`src/rtl/rst_cond.sv`:
```
// Reset conditioner and time base: synchronizes/stretches reset release, flags RUN,
// emits a periodic tick. Define RST_CNT_EN to build the saturating soft-reset counter.
module rst_cond #(
  parameter int SYNC_STAGES = 2,
  parameter int STRETCH_CYC = 4,
  parameter int TICK_DIV    = 5
) (
  input  logic       clk,
  input  logic       rst,
  input  logic       soft_rst,
  output logic       rst_n,
  output logic       ready,
  output logic       tick,
  output logic [7:0] rst_cnt
);

  localparam int              TW       = (TICK_DIV > 1) ? $clog2(TICK_DIV) : 1;
  localparam logic [TW-1:0]   TICK_MAX = TW'(TICK_DIV - 1);
  localparam logic [7:0]      STR_LOAD = 8'(STRETCH_CYC - 1);

  typedef enum logic [1:0] {
    HOLD    = 2'd0,
    STRETCH = 2'd1,
    RUN     = 2'd2
  } state_t;

  state_t                 state_q, state_d;
  logic [SYNC_STAGES-1:0] sync_q, sync_d;
  logic [7:0]             str_cnt_q, str_cnt_d;
  logic [TW-1:0]          tick_cnt_q, tick_cnt_d;
  logic                   rst_n_q, rst_n_d;
  logic                   ready_q, ready_d;
  logic                   sync_ok;

  assign sync_ok = sync_q[SYNC_STAGES-1];

  always_comb begin
    sync_d     = {sync_q[SYNC_STAGES-2:0], 1'b1};
    state_d    = state_q;
    str_cnt_d  = str_cnt_q;
    tick_cnt_d = '0;
    rst_n_d    = rst_n_q;
    ready_d    = ready_q;
    case (state_q)
      HOLD: begin
        if (sync_ok) begin
          state_d   = STRETCH;
          str_cnt_d = STR_LOAD;
        end
      end
      STRETCH: begin
        // A soft request restarts the stretch, even on the cycle it would end.
        if (soft_rst) begin
          str_cnt_d = STR_LOAD;
        end else if (str_cnt_q != 8'd0) begin
          str_cnt_d = str_cnt_q - 8'd1;
        end else begin
          state_d = RUN;
          rst_n_d = 1'b1;
          ready_d = 1'b1;
        end
      end
      RUN: begin
        if (soft_rst) begin
          state_d   = STRETCH;
          str_cnt_d = STR_LOAD;
          rst_n_d   = 1'b0;
          ready_d   = 1'b0;
        end else begin
          tick_cnt_d = (tick_cnt_q == TICK_MAX) ? '0 : tick_cnt_q + 1'b1;
        end
      end
      default: begin
        state_d = HOLD;
        rst_n_d = 1'b0;
        ready_d = 1'b0;
      end
    endcase
  end

  always_ff @(posedge clk or posedge rst) begin
    if (rst) begin
      state_q    <= HOLD;
      sync_q     <= '0;
      str_cnt_q  <= 8'd0;
      tick_cnt_q <= '0;
      rst_n_q    <= 1'b0;
      ready_q    <= 1'b0;
    end else begin
      state_q    <= state_d;
      sync_q     <= sync_d;
      str_cnt_q  <= str_cnt_d;
      tick_cnt_q <= tick_cnt_d;
      rst_n_q    <= rst_n_d;
      ready_q    <= ready_d;
    end
  end

  assign rst_n = rst_n_q;
  assign ready = ready_q;
  assign tick  = (state_q == RUN) && (tick_cnt_q == TICK_MAX);

`ifdef RST_CNT_EN
  // soft_seq marks a stretch that began from a soft request rather than from rst.
  logic       soft_seq_q, soft_seq_d;
  logic [7:0] rst_cnt_q, rst_cnt_d;

  always_comb begin
    soft_seq_d = soft_seq_q;
    rst_cnt_d  = rst_cnt_q;
    if (state_q == HOLD) begin
      soft_seq_d = 1'b0;
    end else if (state_q == RUN && state_d == STRETCH) begin
      soft_seq_d = 1'b1;
    end
    if (state_q == STRETCH && state_d == RUN && soft_seq_q && rst_cnt_q != 8'd255) begin
      rst_cnt_d = rst_cnt_q + 8'd1;
    end
  end

  always_ff @(posedge clk or posedge rst) begin
    if (rst) begin
      soft_seq_q <= 1'b0;
      rst_cnt_q  <= 8'd0;
    end else begin
      soft_seq_q <= soft_seq_d;
      rst_cnt_q  <= rst_cnt_d;
    end
  end

  assign rst_cnt = rst_cnt_q;
`else
  assign rst_cnt = 8'd0;
`endif

endmodule

```
`config.mk`:
```
export PLATFORM = sky130hd
export DESIGN_NAME = rst_cond
export DESIGN_NICKNAME = d
export VERILOG_FILES = /design/src/rtl/rst_cond.sv
export SDC_FILE = /design/constraint.sdc
export NUM_CORES = 1
export LEC_CHECK = 0
export ABC_AREA = 1
export BUFFER_PORTS_ARGS = -buffer_cell sky130_fd_sc_hd__buf_2
export CAP_MARGIN = 20
export CORE_MARGIN = 5
export CORE_UTILIZATION = 60
export DETAILED_ROUTE_END_ITERATION = 10
export PLACE_DENSITY_LB_ADDON = 0.12
export SLEW_MARGIN = 20
export SYNTH_ARGS = -nofsm -noshare
export SYNTH_HDL_FRONTEND = slang
export SYNTH_SLANG_ARGS = --single-unit
export TNS_END_PERCENT = 1
```
`constraint.sdc`:
```
create_clock -name clk -period 3 [get_ports clk]
set_input_delay 0.15 -clock clk [delete_from_list [all_inputs] [get_ports clk]]
set_output_delay 0.15 -clock clk [all_outputs]
set_load 0.1 [all_outputs]
```
# Yosys cells after proc, flatten, opt, wreduce, memory -nomap -nowiden
# Index checks and enable logic that the tools add are counted.
# op_classes
add_sub_neg	2
muxes	17
n_reduce_logical	7
n_eq_ne	8
n_bitwise	1
# ops
cell	n
$mux 8	4
$pmux 8 s3	1
$reduce_and 4->1	3
$mux 3	3
$mux 2	4
$ne 2x2->1 const B	4
$reduce_bool 8->1	1
$sub 8x1->8 const B	1
$pmux 2 s3	1
$add 3x1->3 const B	1
$eq 3x3->1 const B	1
$mux 1	3
$ne 3x3->1 const B	1
$pmux 1 s3	1
$reduce_bool 3->1	1
$eq 2x1->1 const B	1
$eq 2x2->1 const B	1
$logic_not 2->1	1
$logic_and 1x1->1	1
$not 1->1	1
# word_totals
out_inout_bits	11
register_bits	16
wordCells	40

# Logic depth before layout (Yosys ltp)
# logic_depth
depth_word	4
mapped_depth	10
mapped_depth_nobuf	10

# Worst setup path after synthesis
# No wires, ideal clock.
# synth_timing
kind	register to output
from	register tick_cnt_q[0]
to	output port tick
slack_ps	967
path_stages_with_launch	5
required_time_ps	2850
arrival_time_ps	1883
cell_sequence	dfrtp_1 inv_1 ha_1 nand2_1 nor2_1
# synth_via
elab_chain_len	2
# synth_rtl
item	line_no	rtl
from (decl)	30	logic [TW-1:0] tick_cnt_q, tick_cnt_d;
from (signal assigned)	93	tick_cnt_q <= tick_cnt_d;
$eq 3x3->1	101	assign tick = (state_q == RUN) && (tick_cnt_q == TICK_MAX);
$logic_and 1x1->1	101	
to (decl)	13	output logic tick,
# Every way passes these cells.

# Worst setup path after layout
# Ends and elaborated chain as after synthesis.

==> results.cfg <==
[status]
status = finished clean

[sta]
slew_violations = 0
fin_setup_tns_ns = 0
finalHoldViolations = 0
relSlewSlack_pct = 59.91
fin_crit_sh_pct = 54.82
worst_pin_slew_ns = 0.6006
max_freq_mhz = 608.1
setup_viol = 0
fin_crit_ns = 1.645
rsz0062_at_grt = false
finalClockSkew_ns = 0.009663
holdWs_ns = 0.1465

[die]
rows = 15
die-area_sq_um = 2634
fp.dieW_um = 51.33
coreArea_sq_um = 1670
start_util_pct = 61.35
dieHeight_um = 51.33
io_pins = 14

[routing]
vias = 773
dr.pass1.iters = 4
wl_per_cell_um = 11.10
route.detailed.drc = 0
dr.first_iter.drc_count = 8
ant_nets = 0
viasPerCell = 5.019
wirelength_um = 1709

[power]
netSwitchingPower_uw = 542.4
total_power_uw = 1036
power.internal_uw = 493.6
peakVddDrop_mv = 0.5022
seqPwrFrac_pct = 31.1
p_leak_uw = 0.0005667
power_frac_clock_pct = 14.3
p_per_area_nw_per_um2 = 981.1
comb_power_share_pct = 54.6
sw_frac_of_total_pct = 52.35

[worst_setup_path]
cp.required_ns = 2.85
cp-start-kind = flop
path_buf_inv = 2
crit_type = reg -> out
worstPathCellList = inv_1 > ha_1 > nand2_1 > nor2_1 > buf_2
cp_slowest_cell = buf_2
critPathMaxFanout = 3
cp.arrival_ns = 1.49
cpPeakStageDelay_ns = 0.43
crit_family = buffers and inverters
endpoint_kind = primary output

[final_layout]
fin_cells = 154
num_antenna_cells = 0
final-seq-area_sq_um = 400.4
n_fill_cell = 163
multi_input_area_sq_um = 488.0
nets = 145
final_layout_size_suffix_gt1_share_pct = 21.17
area_delta_synth_final_pct = 3.052

[synthesis]
avgSynthCellArea_sq_um = 7.883
yosysTopAreaCell = dfrtp_1
ys_ff_latch = 16
synthTopCellsByCount = nand2_1, inv_1, dfrtp_1, nor2_1, buf_4
yosysMostFrequentCell = nand2_1
syn_area_sq_um = 1025
synth_edf_count = 0
synthFlopType = dfrtp_1
synth-seq-area-share_pct = 39.07
synth_async_sr_flop_share_pct = 100.0
netlist.area_leader.share_pct = 39.07
yosys_warnings = 0
syn_inst = 130
synth.distinct_cells = 24
ys_top_cells_by_area = dfrtp_1, nand2_1, buf_4

[clock_network]
htree_levels = 1
cts_buffer_depth = 2
cts-buffers-inserted = 3
cts_tree = yes
cts-root-buf = clkbuf_4
insertion_delay_ns = 0.30
clk_pin_slew_worst_paths_ns = 0.09
cts.sinks = 16

[placed_design]
port_buffers = 5
hpwl_um = 1289
dp_cells = 149
gp_congestion = 0.8529

[global_route]
gr-usage-all-layers_pct = 15.98
gr-total-overflow = 0
grt_max_degree = 17
grt_pass1_wl_um = 3070
antenna_found_initial = 0
grt_pass1_vias = 707

[min_path]
hp-class = in -> reg

[run]
cap_violations = 0
-- worst paths after layout --
kind | startpoint | endpoint | slack, ns | cells past startpoint
setup / recovery | tick_cnt_q[0] | tick | 1.36 | 5
hold / removal | soft_rst | tick_cnt_q[1] | 0.15 | 4
setup reg to reg | str_cnt_q[0] | str_cnt_q[0] | 1.47 | 10
hold reg to reg | sync_q[0] | sync_q[1] | 0.36 | 0
max in group asynchronous | rst | tick_cnt_q[0] | 2.15 | 3
min in group asynchronous | rst | str_cnt_q[6] | 0.45 | 3
-- final cells by class --
cell class	count	area share (%)
Inverter	20	7.109
Timing Repair Buffer	6	3.318
Tap cell	17	2.014
Sequential cell	16	37.91
Clock buffer	4	3.436
Multi-Input combinational cell	91	46.21
-- power groups by stage --
| stage | combinational [uW] | clock, uW | sequential [uW] |
|---|---|---|---|
| after detailed placement | 565 | 0 | 327 |
| final | 566 | 148 | 322 |
| after CTS | 567 | 154 | 323 |
| after global routing | 624 | 170 | 332 |
| after floorplan | 494 | 0 | 366 |
| after global placement | 557 | 0 | 327 |
-- kinds of logic (layout without fill, tap and decap cells) --
kind of cell | after synthesis | count (layout) | synth area share [%]
simple gates | 66 | 66 | 30.89
buf+inv | 30 | 30 | 15.87
flops | 16 | 16 | 39.07
compound gates | 11 | 11 | 7.693
fa+ha+maj | 4 | 4 | 4.884
other cells | 2 | 9 | 0.7329
xor+xnor | 1 | 1 | 0.8549
-- registers in the layout (all words and copies together), names as in the netlist --
name        flops
sync_q          2
state_q         2
ready           1
tick_cnt_q      3
str_cnt_q       8
-- per-layer routing --
layer  global-route usage (%)  wire, um  part of all wire, %  vias up
met2                    24.89       786                   46       14
met4                    10.48        49                  2.9        0
met5                        0         0                    0        -
met3                    3.499        68                  4.0        5
li1                         -         -                    -      392
met1                    19.74       804                   47      362
-- stage by stage --
stage / utilization [%] / setup WS (ns) / area, sq um
floorplan: - / 0.9672 / 1051
global placement: 60.45 / 1.554 / 1010
detailed placement: 60.45 / 1.496 / 1010
CTS: 63.22 / 1.334 / 1056
global route: 63.22 / 1.251 / 1056
finish: 63.22 / 1.355 / 1056
-- cells in the final DEF (no fill, tap or decap), drive strengths merged --
master	synthesis	routed
a21oi	2	2
buf	10	5
clkbuf	0	4
conb	2	9
dfrtp	16	16
dlygate4sd3	0	1
ha	4	4
inv	20	20
nand2	37	37
nand3	7	7
nand4	1	1
nor2	18	18
nor3	2	2
o211ai	1	1
o21ai	7	7
o21bai	1	1
or2	1	1
xnor2	1	1
-- worst reg2reg max path: stages (launching register included) --
cell	delay, ns
dfrtp_1	0.39
inv_1	0.15
ha_1	0.19
nand2_1	0.06
nor2_1	0.12
nand2_2	0.08
nand2_4	0.07
nand2_4	0.13
inv_1	0.15
nand2_1	0.08
nand2_1	0.06
-- what timing repair did --
action | CTS | global route
gates resized for setup | 0 | 0
buffers inserted | 0 | 0
endpoints found under the hold margin | 16 | 0
hold buffers | 1 | 0
Power figures use the tool's default switching activity.
